[config.mk]
export PLATFORM = sky130hd
export DESIGN_NAME = posit_divsqrt_arbiter
export DESIGN_NICKNAME = d
export VERILOG_FILES = /design/src/rtl/posit_divsqrt_arbiter.sv
export SDC_FILE = /design/constraint.sdc
export NUM_CORES = 1
export LEC_CHECK = 0
export BUFFER_PORTS_ARGS = -buffer_cell sky130_fd_sc_hd__buf_4
export CAP_MARGIN = 20
export CORE_AREA = 2 2 180 182
export CTS_CLUSTER_DIAMETER = 150
export CTS_CLUSTER_SIZE = 10
export DETAILED_ROUTE_END_ITERATION = 8
export DIE_AREA = 0 0 182 184
export HOLD_SLACK_MARGIN = 0.15
export PLACE_DENSITY_LB_ADDON = 0.2
export RECOVER_POWER = 25
export SYNTH_ARGS = -nofsm -noshare
export SYNTH_HDL_FRONTEND = slang
export SYNTH_SLANG_ARGS = --single-unit
[constraint.sdc]
create_clock -name Clk_CI -period 1.9 [get_ports Clk_CI]
set_input_delay 0.095 -clock Clk_CI [delete_from_list [all_inputs] [get_ports Clk_CI]]
set_output_delay 0.095 -clock Clk_CI [all_outputs]
set_load 0.05 [all_outputs]
[src/rtl/posit_divsqrt_arbiter.sv]
// -----------------------------------------------------------------------------
// posit_divsqrt_arbiter
//
// Shares a single posit divide/square-root unit among NUM_REQ requesters.
// A round-robin arbiter picks one request while the unit is idle, captures its
// operands, issues a one-cycle start pulse and holds the unit's result in a
// response register until the consumer takes it. Flush aborts whatever is
// pending: the unit is killed if it was started (or about to be), and any
// held response is dropped.
//
// Ports
//   Clk_CI, Rst_RBI        clock, asynchronous active-low reset
//   Flush_SI               abort in-flight/pending op, drop held response
//   Req_*                  per-requester valid/op/operands/rm/fmt/tag (packed)
//   Req_ready_SO           one-hot accept, only asserted while idle
//   Rsp_*                  held response with valid/ready handshake
//   Div_start_SO,
//   Sqrt_start_SO          one-cycle start pulses to the unit
//   Operand_a_DO/b_DO,
//   RM_SO, Format_sel_SO   registered operation fields to the unit
//   Kill_SO                abort pulse to the unit
//   Result_DI, Fflags_DI,
//   Ready_DI, Done_DI      status/result from the unit
// -----------------------------------------------------------------------------
module posit_divsqrt_arbiter #(
  parameter int N       = 32,
  parameter int NUM_REQ = 4,
  parameter int TAG_W   = 4
) (
  input  logic                         Clk_CI,
  input  logic                         Rst_RBI,
  input  logic                         Flush_SI,
  input  logic [NUM_REQ-1:0]           Req_valid_SI,
  input  logic [NUM_REQ-1:0]           Req_sqrt_SI,
  input  logic [NUM_REQ*N-1:0]         Req_a_DI,
  input  logic [NUM_REQ*N-1:0]         Req_b_DI,
  input  logic [NUM_REQ*3-1:0]         Req_rm_SI,
  input  logic [NUM_REQ*2-1:0]         Req_fmt_SI,
  input  logic [NUM_REQ*TAG_W-1:0]     Req_tag_DI,
  output logic [NUM_REQ-1:0]           Req_ready_SO,
  output logic                         Rsp_valid_SO,
  input  logic                         Rsp_ready_SI,
  output logic [$clog2(NUM_REQ)-1:0]   Rsp_id_DO,
  output logic [TAG_W-1:0]             Rsp_tag_DO,
  output logic [N-1:0]                 Rsp_result_DO,
  output logic [4:0]                   Rsp_fflags_DO,
  output logic                         Div_start_SO,
  output logic                         Sqrt_start_SO,
  output logic [N-1:0]                 Operand_a_DO,
  output logic [N-1:0]                 Operand_b_DO,
  output logic [2:0]                   RM_SO,
  output logic [1:0]                   Format_sel_SO,
  output logic                         Kill_SO,
  input  logic [N-1:0]                 Result_DI,
  input  logic [4:0]                   Fflags_DI,
  input  logic                         Ready_DI,
  input  logic                         Done_DI
);

  localparam int ID_W = $clog2(NUM_REQ);

  typedef enum logic [1:0] {IDLE, ISSUE, BUSY, RESP} state_e;

  state_e            state_q, state_d;
  logic [ID_W-1:0]   rr_ptr_q, rr_ptr_d;

  logic [ID_W-1:0]   grant_idx;
  logic              grant_found;
  logic [ID_W:0]     cand;
  logic              accept;

  logic              op_sqrt_q;
  logic [N-1:0]      a_q, b_q;
  logic [2:0]        rm_q;
  logic [1:0]        fmt_q;
  logic [TAG_W-1:0]  tag_q;
  logic [ID_W-1:0]   id_q;
  logic [N-1:0]      result_q;
  logic [4:0]        fflags_q;

  // Round-robin pick: scan from the pointer upwards, wrapping past NUM_REQ-1.
  always_comb begin
    grant_found = 1'b0;
    grant_idx   = '0;
    cand        = '0;
    for (int k = 0; k < NUM_REQ; k++) begin
      cand = {1'b0, rr_ptr_q} + (ID_W+1)'(k);
      if (cand >= (ID_W+1)'(NUM_REQ)) cand = cand - (ID_W+1)'(NUM_REQ);
      if (!grant_found && Req_valid_SI[cand[ID_W-1:0]]) begin
        grant_found = 1'b1;
        grant_idx   = cand[ID_W-1:0];
      end
    end
  end

  assign accept       = (state_q == IDLE) && grant_found && Ready_DI && !Flush_SI;
  assign Req_ready_SO = accept ? (NUM_REQ'(1) << grant_idx) : '0;

  // Next state and unit-facing control. Flush overrides every transition,
  // including a coincident Done_DI or response handshake.
  always_comb begin
    state_d       = state_q;
    rr_ptr_d      = rr_ptr_q;
    Div_start_SO  = 1'b0;
    Sqrt_start_SO = 1'b0;
    Kill_SO       = 1'b0;
    Rsp_valid_SO  = 1'b0;
    case (state_q)
      IDLE: begin
        if (accept) state_d = ISSUE;
      end
      ISSUE: begin
        if (Flush_SI) begin
          Kill_SO = 1'b1;
          state_d = IDLE;
        end else begin
          Div_start_SO  = !op_sqrt_q;
          Sqrt_start_SO = op_sqrt_q;
          state_d       = BUSY;
        end
      end
      BUSY: begin
        if (Flush_SI) begin
          Kill_SO = 1'b1;
          state_d = IDLE;
        end else if (Done_DI) begin
          state_d = RESP;
        end
      end
      RESP: begin
        Rsp_valid_SO = 1'b1;
        if (Flush_SI) begin
          state_d = IDLE;
        end else if (Rsp_ready_SI) begin
          state_d = IDLE;
          if (id_q == ID_W'(NUM_REQ - 1)) rr_ptr_d = '0;
          else                            rr_ptr_d = id_q + ID_W'(1);
        end
      end
      default: state_d = IDLE;
    endcase
  end

  always_ff @(posedge Clk_CI or negedge Rst_RBI) begin
    if (!Rst_RBI) begin
      state_q  <= IDLE;
      rr_ptr_q <= '0;
    end else begin
      state_q  <= state_d;
      rr_ptr_q <= rr_ptr_d;
    end
  end

  // Operation capture on accept; result capture on Done while busy.
  always_ff @(posedge Clk_CI or negedge Rst_RBI) begin
    if (!Rst_RBI) begin
      op_sqrt_q <= 1'b0;
      a_q       <= '0;
      b_q       <= '0;
      rm_q      <= '0;
      fmt_q     <= '0;
      tag_q     <= '0;
      id_q      <= '0;
      result_q  <= '0;
      fflags_q  <= '0;
    end else begin
      if (accept) begin
        op_sqrt_q <= Req_sqrt_SI[grant_idx];
        a_q       <= Req_a_DI[int'(grant_idx)*N +: N];
        // b is forced to zero for sqrt so the unit sees a clean operand.
        b_q       <= Req_sqrt_SI[grant_idx] ? '0 : Req_b_DI[int'(grant_idx)*N +: N];
        rm_q      <= Req_rm_SI[int'(grant_idx)*3 +: 3];
        fmt_q     <= Req_fmt_SI[int'(grant_idx)*2 +: 2];
        tag_q     <= Req_tag_DI[int'(grant_idx)*TAG_W +: TAG_W];
        id_q      <= grant_idx;
      end
      if ((state_q == BUSY) && Done_DI && !Flush_SI) begin
        result_q <= Result_DI;
        fflags_q <= Fflags_DI;
      end
    end
  end

  assign Operand_a_DO  = a_q;
  assign Operand_b_DO  = b_q;
  assign RM_SO         = rm_q;
  assign Format_sel_SO = fmt_q;
  assign Rsp_id_DO     = id_q;
  assign Rsp_tag_DO    = tag_q;
  assign Rsp_result_DO = result_q;
  assign Rsp_fflags_DO = fflags_q;

endmodule

Word-level counts from Yosys, hierarchy flattened
Cells that the tools add are included.
{ "word_totals": {"word_cells": 99, "inputBits": 343, "memories": 0, "register_bits": 117, "mem_bits_ro": 0, "ramBits": 0, "output_inout_bits": 120, "latch_bits": 0} }
{ "op_classes": {"n_eq_ne": 7, "div_mod_pow": 0, "n_bitwise": 1, "order_cmp": 9, "add_sub_neg": 8, "mux": 39, "shift": 6, "mul": 1, "reduce_logical": 17} }
{ "ops": {"columns": ["cell", "n"], "rows": [
  ["128-bit by 8-bit variable part select with 32-bit output", 2],
  ["32-bit two-way mux", 1],
  ["2-bit two-way mux", 15],
  ["1-bit two-way mux", 16],
  ["16-bit by 5-bit variable part select with 4-bit output", 1],
  ["2-bit by 3-bit less-than comparator with 1-bit output, second input constant", 5],
  ["12-bit by 5-bit variable part select with 3-bit output", 1],
  ["1-bit binary-select mux with 2-bit select", 5],
  ["3-bit greater-or-equal comparator, second input constant", 3],
  ["1-bit logical AND", 8],
  ["2-bit one-hot mux with 4 select lines", 1],
  ["8-bit by 4-bit variable part select with 2-bit output", 1],
  ["2-bit by 1-bit subtractor with 2-bit output, second input constant", 4],
  ["2-bit by 2-bit adder with 3-bit output, second input constant", 2],
  ["2-bit equality test, second input constant", 3],
  ["3-bit inequality test, second input constant", 2],
  ["3-bit AND reduction", 2],
  ["1-bit logical NOT", 5],
  ["2-bit by 2-bit multiplier with 4-bit output, second input constant", 1],
  ["4-bit two-way mux", 1],
  ["1-bit by 2-bit << shifter with 4-bit output, first input constant", 1],
  ["2-bit by 1-bit adder with 3-bit output, second input constant", 1],
  ["2-bit by 3-bit greater-or-equal comparator with 1-bit output, second input constant", 1],
  ["2-bit by 1-bit adder with 2-bit output, second input constant", 1],
  ["5 further kinds", 5]
]} }

Depth between registers and ports, before layout
Gate-level depths: netlist of run 1.
{ "logic_depth": {"word_depth": 19, "ltp_mapped": 9, "mapped_depth_nobuf": 7} }

Least setup slack after synthesis of run 1
No wires, ideal clock.
{ "synth_path": {"path_kind": "reg-to-output", "startpoint": "reg state_q[0]", "endpoint": "out Req_ready_SO[0]", "t_arrival_ns": 2.624, "slack_ns": -0.819, "n_path_buf": 3, "path_stages_with_launch": 9, "required_ns": 1.805, "cell_sequence": "dfrtp_1 inv_1 ha_1 nand2_1 or3_1 buf_2 clkbuf_1 clkbuf_1 nor3_1"} }
{ "synth_between": {"elab_chain_len": 5} }
{ "synth_lines": {"columns": ["element", "line", "text"], "rows": [
  ["from (decl)", "64", "state_e state_q, state_d;"],
  ["from (signal assigned)", "149", "state_q <= state_d;"],
  ["2-bit logical NOT", "96", "assign accept = (state_q == IDLE) && grant_found && Ready_DI && !Flush_SI;"],
  ["1-bit logical AND (3 in a row)", "96", null],
  ["4-bit two-way mux", "97", "assign Req_ready_SO = accept ? (NUM_REQ'(1) << grant_idx) : '0;"],
  ["to (decl)", "40", "output logic [NUM_REQ-1:0] Req_ready_SO,"]
]} }
No other way between the ends.

Final worst setup path of run 1
{ "layout_path": {"startpoint": "reg rr_ptr_q[1]", "endpoint": "out Req_ready_SO[0]"} }
{ "layout_between": {"elab_chain_len": 18, "elab_cells_between_ends": 42, "classes_between": "add/sub (7); order compare (4); shift (1); mux (21); reduce/logical (9)"} }
{ "layout_lines": {"columns": ["element", "line", "text"], "rows": [
  ["from (decl)", "65", "logic [ID_W-1:0] rr_ptr_q, rr_ptr_d;"],
  ["from (signal assigned)", "150", "rr_ptr_q <= rr_ptr_d;"],
  ["parallel branches: the longest is 17 deep, another holds 2-bit by 1-bit adder with 3-bit output", null, null],
  ["4-bit two-way mux *", "97", null]
]} }
Every way passes the cells marked *. The select of a mux whose other input is x is not followed.

==> run_results.csv, run 1 <==
group,metric,value,unit
logic_synthesis,synth_nets,1081,
routing,via_count,9131,
sta,slew_violations,0,
logic_synthesis,ys.flop_type,"dfrtp_1",
critical_path,cpPeakStageDelay,450,ps
cells_and_area,fin_nets,1795,
placement,pre_cts_ws,-195.2,ps
sta,tightest_slew,1302,ps
placement,dp_hpwl,23170,um
power,power,22.46,mW
logic_synthesis,synthMuxAreaShare,0.06748,
critical_path,path_max_fanout,5,
die,die_area,33490,sq um
sta,skew,20.05,ps
critical_path,path_cells,"or3b_4, buf_6, o221a_4, buf_12, nor3_4, buf_6",
logic_synthesis,synth-seq-cells,117,
power,vdd_drop_max,713.5,uV
critical_path,crit_slowest_cell,"dfrtp_2",
critical_path,worstPathArrival,2050,ps
grt,antenna_found_initial,0,
sta,relSlewSlack,0.1320,
sta,finalSetupViolations,73,
run_status,status,"finished with violations",
routing,vias_per_cell,4.904,
routing,postRouteAntennaNets,0,
cells_and_area,area_growth,130.5,%
clock_tree,clk_pin_slew,60,ps
grt,grt_max_degree,83,
logic_synthesis,synth_top_family_by_area,"compound AO/OA/AOI/OAI gates",
logic_synthesis,synthesis.area,6934,sq um
grt,grt_pass1_wl,56240,um
die,dieHeight,184,um
grt,grt_pass1_vias,9783,
run_status,violations,"setup timing",
routing,drc,0,
placement,gp_congestion,0.7890,
logic_synthesis,synth_fa_ha_area_frac,0.01083,
sta,fmax,466.9,MHz
critical_path,crit_required,1800,ps
routing,wl_per_cell,21.12,um
die,die_width,182,um
clock_tree,clk_latency,420,ps
critical_path,crit_path_end_kind,"primary output",
logic_synthesis,synth-warning-count,0,
logic_synthesis,synthSimpleGateAreaFrac,0.1925,
sta,rsz0062_at_grt,"true",
routing,wirelength,39320,um
critical_path,cp_common_cell,"buf_6",
hold_path,holdCritPathClass,"in -> reg",
critical_path,path_class,"reg -> out",
sta,whs,154.1,ps
logic_synthesis,async_flop_share,1.000,
logic_synthesis,netlist_instances,732,
logic_synthesis,synth.distinct_cells,34,
run,maxCapViolCount,0,
sta,period_share,1.127,
critical_path,crit_path_start_kind,"register",
clock_tree,cts_tree,"done",
logic_synthesis,synth_edf_count,0,
clock_tree,clock-root-buffer,"clkbuf_16",
placement,portBuffers,462,
sta,fin_ws,-241.8,ps
logic_synthesis,synth_compound_area_frac,0.2548,
sta,fin_crit,2142,ps
die,io_pins,463,
die,core,31390,sq um
grt,overflow,0,
sta,finalHoldViolCount,0,
clock_tree,cts.path.max_buffers,2,
die,start_util,0.2209,
clock_tree,cts_buffers,17,
clock_tree,numClockSinks,117,
clock_tree,h-tree-depth,4,
logic_synthesis,yosysSeqAreaShare,0.4222,
power,power_leakage,7.640,nW
routing,first_pass_iters,4,
die,core.rowCount,65,
grt,grt_usage,0.2180,
power,power.density,1405,nW/um^2
cells_and_area,layout_commonest_cell,"buf_4",
logic_synthesis,synthXorXnorAreaFrac,0,
routing,drt_iter0_markers,401,
cells_and_area,most-common-layout-cells,"490 x buf_4, 226 x dlygate4sd3_1, 143 x and3_1",
cells_and_area,layout-drive-gt1-share,0.5476,
logic_synthesis,synth_area_per_cell,9.473,sq um
[final cells by class]
type | instances | area (sq um)
fillers | 2746 | 15410
repair buffers | 779 | 7117
multi-input cells | 527 | 4830
flip-flops and latches | 117 | 2929
well taps | 402 | 503.0
clock buffers | 18 | 439.2
clock inverters | 14 | 151.4
inverters | 4 | 15.01
diodes | 1 | 2.502
[routing by layer]
metal,vias up,global-route usage,wire length (um)
met5,-,0,0
met4,0,0.07903,992
met3,53,0.05487,2342
met2,380,0.3860,19960
met1,4447,0.2549,16030
li1,4251,-,-
[cells by family after synthesis]
family                     after synthesis
buffers and inverters                   88
DFF                                    117
AOI/OAI and AO/OA                      234
adders and majority gates                6
muxes                                   42
and+or+nand+nor                        245
[registers in the layout, summed over array words and instances (netlist names), 3 cells and up]
name	flops
Operand_b_DO	32
Rsp_result_DO	32
Operand_a_DO	32
RM_SO	3
Rsp_tag_DO	4
Rsp_fflags_DO	5
[stage by stage]
stage               cell area [sq um]    util  setup TNS, ps  instances
floorplan                        7036       -         -271.2        732
global placement                11270  0.3589         -246.4       1555
detailed placement              11270  0.3589          -2462       1555
CTS                             15320  0.4881          -8891       1853
global route                    15980  0.5092         -15410       1861
finish                          15990  0.5092          -8643       1862
[power breakdown]
part	switching (mW)	internal, mW
clock	1.39	1.98
combinational	8.98	5.92
sequential	0.638	3.55
[what timing repair did]
item,CTS,global route
resized for setup,141,95
setup buffers,29,3
hold endpoints to repair,230,0
pin swaps,46,32
setup endpoints to repair,47,80
gates cloned,11,5
hold buffers,226,0
[worst max-delay path: cells and delay by family (launching register included)]
family                 cells  cell delay [ps]
AOI/OAI and AO/OA          1              120
buffers and inverters      3              450
DFF                        1              450
and+or+nand+nor            2              610
[final timing paths]
kind	from	to	slack, ps	cells after the start
setup / recovery	rr_ptr_q[1]	Req_ready_SO[0]	-240	6
setup reg to reg	rr_ptr_q[1]	Operand_b_DO[12]	-220	8
max in group asynchronous	Rst_RBI	Format_sel_SO[0]	410	3
hold / removal	Req_a_DI[114]	Operand_a_DO[18]	150	4
hold reg to reg	Operand_a_DO[15]	Operand_a_DO[15]	470	2
min in group asynchronous	Rst_RBI	op_sqrt_q	600	3
[cells in the mapped netlist, drive strengths merged (2+ instances only)]
library cell	instances	area, sq um
a211oi	146	1096
and3	146	913.4
dfrtp	117	2928
nand2	79	296.5
o31ai	74	555.5
clkbuf	57	214.0
mux2	38	427.9
buf	27	132.6
ha	6	75.07
inv	4	15.01
mux2i	4	40.04
nor3	4	20.02
nor2b	3	18.77
nor3b	3	22.52
o21ai	3	15.01
a21boi	2	15.01
a21oi	2	10.01
a22oi	2	20.02
and2	2	12.51
nor2	2	7.510
Note: power is estimated with default switching activity, not from simulation.
==> run 2, diff against run 1 <==
--- a/config.mk
+++ b/config.mk
@@ -5,7 +5,7 @@
 export SDC_FILE = /design/constraint.sdc
 export NUM_CORES = 1
 export LEC_CHECK = 0
-export BUFFER_PORTS_ARGS = -buffer_cell sky130_fd_sc_hd__buf_4
+export BUFFER_PORTS_ARGS = -buffer_cell sky130_fd_sc_hd__buf_2
 export CAP_MARGIN = 20
 export CORE_AREA = 2 2 180 182
 export CTS_CLUSTER_DIAMETER = 150
@@ -13,8 +13,9 @@
 export DETAILED_ROUTE_END_ITERATION = 8
 export DIE_AREA = 0 0 182 184
 export HOLD_SLACK_MARGIN = 0.15
-export PLACE_DENSITY_LB_ADDON = 0.2
+export PLACE_DENSITY = 0.6
 export RECOVER_POWER = 25
 export SYNTH_ARGS = -nofsm -noshare
 export SYNTH_HDL_FRONTEND = slang
 export SYNTH_SLANG_ARGS = --single-unit
+export TNS_END_PERCENT = 5
==> run 2 against run 1 <==
The flow still finishes with violations (setup timing). Setup slack improved by 5.6 ps. First-iteration DRC count increased by 14%. Count of clock-buffer cells in the layout unchanged. Routed wire length decreased by 6.3%. Power decreased by 8.6%. Non-clock buffer count decreased by 6. Maximum frequency increased by 0.26%. Global-route usage decreased by 0.83 points. Largest cell class unchanged.
==> run_results.csv, run 2 (same netlist as run 1, synthesis figures left out) <==
group,metric,value,unit
critical_path,crit_buf_inv,2,
clock_tree,h-tree-depth,4,
cells_and_area,fin_nets,1789,
placement,gp_congestion,0.8721,
placement,pre_cts_ws,-163.1,ps
run,maxCapViolCount,0,
sta,finalSetupViolations,72,
cells_and_area,layout_commonest_cell,"buf_2",
power,comb_power_share,0.618,
cells_and_area,fillers,2893,
sta,skew,9.560,ps
hold_path,holdCritPathClass,"in -> reg",
hold_path,holdPathStages,4,
critical_path,worst_r2r_path_depth,7,
routing,first_pass_iters,5,
clock_tree,cts.path.max_buffers,2,
power,power_leakage,7.081,nW
power,vdd_drop_max,678.1,uV
routing,drt_iter0_markers,457,
cells_and_area,fin_cells,1858,
placement,dpl-instance-area,10230,sq um
run_status,violations,"setup timing",
sta,slew_violations,0,
critical_path,cp_top_family,"compound AO/OA/AOI/OAI gates",
clock_tree,cts_buffers,17,
clock_tree,cts_tree,"done",
routing,wirelength,36830,um
critical_path,worstPathArrival,2420,ps
critical_path,regToRegSetupSlack,-240,ps
clock_tree,numClockSinks,117,
die,start_util,0.2209,
critical_path,path_max_fanout,81,
critical_path,crit_path_start_kind,"register",
critical_path,rr_endpoint,"Operand_b_DO[17]",
cells_and_area,final_area,14010,sq um
power,seqPwrFrac,0.203,
critical_path,cpPeakStageDelay,460,ps
sta,relSlewSlack,0.2661,
cells_and_area,multi_input_area,4217,sq um
power,switchingPower,10.11,mW
placement,dpl.cell_count,1576,
sta,fin_crit,2136,ps
grt,grt_pass1_vias,9911,
clock_tree,clock-root-buffer,"clkbuf_16",
die,dieHeight,184,um
cells_and_area,seq_area,2929,sq um
sta,fmax,468.1,MHz
clock_tree,clk_pin_slew,60,ps
placement,portBuffers,462,
die,die_area,33490,sq um
sta,fin_ws,-236.2,ps
clock_tree,clk_latency,410,ps
critical_path,path_class,"reg -> reg",
routing,vias_per_cell,5.039,
grt,grt_pass1_wl,54210,um
cells_and_area,layout-drive-gt1-share,0.4990,
cells_and_area,final_core_util,0.4463,
placement,dp_hpwl,22190,um
sta,tightest_slew,1101,ps
power,power,20.53,mW
power,intPower,10.42,mW
routing,postRouteAntennaNets,0,
grt,grt_max_degree,118,
die,io_pins,463,
cells_and_area,area_growth,102.0,%
critical_path,crit_path_end_kind,"register",
routing,wl_per_cell,19.82,um
sta,period_share,1.124,
run_status,status,"finished with violations",
critical_path,crit_slowest_cell,"a221o_4",
sta,finalHoldViolCount,0,
sta,rsz0062_at_grt,"true",
grt,grt_usage,0.2096,
hold_path,hold_path.startpoint,"Req_a_DI[78]",
cells_and_area,most-common-layout-cells,"456 x buf_2, 224 x dlygate4sd3_1, 144 x and3_1",
critical_path,path_cells,"nand2_2, a221o_4, buf_6, buf_12, and3_1, a211oi_1, o31ai_2",
critical_path,crit_required,2180,ps
grt,antenna_found_initial,2,
routing,via_count,9362,
grt,overflow,0,
routing,drc,0,
power,power.density,1466,nW/um^2
hold_path,holdPathEnd,"Operand_a_DO[14]",
power,pwr-share-clk,0.179,
die,core.rowCount,65,
die,die_width,182,um
critical_path,crit-reg2reg-launch,"rr_ptr_q[1]",
power,switching_share,0.4925,
die,core,31390,sq um
-- run 2: changes by cell type in the layout (fill, tap and decap cells not counted), moves of 9 or more --
| cell | change |
|---|---|
| a211oi_1 | +50 |
| a211oi_2 | -48 |
| buf_2 | +456 |
| buf_4 | -437 |
| buf_6 | -9 |
| o31ai_1 | +20 |
| o31ai_2 | +10 |
| o31ai_4 | -30 |
-- run 2: worst reg2reg max path, stage by stage, from the launching register on --
cell      delay [ps]
dfrtp_2          430
nand2_2           70
a221o_4          460
buf_6            170
buf_12           170
and3_1           270
a211oi_1         330
o31ai_2          100
-- run 2: power by group through the flow --
stage	clock network (mW)	registers, mW	logic, mW
2_1_floorplan	0	7.67	3.77
6_report	3.68	4.17	12.7
3_5_place_dp	0	4.16	10.9
4_1_cts	3.81	4.14	12.2
5_1_grt	3.92	4.29	13.4
3_3_place_gp	0	4.14	10.8
-- run 2: worst max path at each step --
stage	end	cells after the start	from
6_report	Operand_b_DO[17]	7	rr_ptr_q[1]
5_1_grt	Req_ready_SO[3]	7	rr_ptr_q[1]
4_1_cts	Req_ready_SO[0]	6	rr_ptr_q[1]
3_5_place_dp	Operand_a_DO[26]	6	rr_ptr_q[1]
3_3_place_gp	Operand_a_DO[26]	6	rr_ptr_q[1]
2_1_floorplan	Req_ready_SO[0]	8	state_q[0]
-- run 2: per-layer routing --
| layer | share of wire | up-vias | track usage | routed length (um) |
|---|---|---|---|---|
| met5 | 0 | - | 0 | 0 |
| li1 | - | 4229 | - | - |
| met1 | 0.37 | 4424 | 0.2246 | 13760 |
| met4 | 0.049 | 0 | 0.1313 | 1790 |
| met3 | 0.079 | 123 | 0.05349 | 2900 |
| met2 | 0.50 | 586 | 0.3701 | 18370 |
-- run 2: per-stage QoR --
step	hold WS, ps	TNS [ps]
after floorplan	-200.6	-271.2
after global placement	235.5	-138.2
after detailed placement	238.5	-3109
after CTS	150.3	-10660
after global routing	159.1	-14600
final	154.1	-8694
-- run 2: area by class of cell --
type                            count  share of cell area
Antenna cell                        3           0.0005359
Clock buffer                       18             0.03063
Clock inverter                     14             0.01599
Inverter                            4            0.001072
Multi-Input combinational cell    527              0.3010
Sequential cell                   117              0.2091
Tap cell                          402             0.03590
Timing Repair Buffer              773              0.4058
-- run 2: repair_timing --
action | in CTS | in global routing
cloned | 6 | 0
setup buffers | 17 | 0
endpoints found under the hold margin | 230 | 0
hold buffers | 224 | 0
resized for setup | 62 | 62
pin swaps | 6 | 12
setup endpoints to repair | 51 | 81
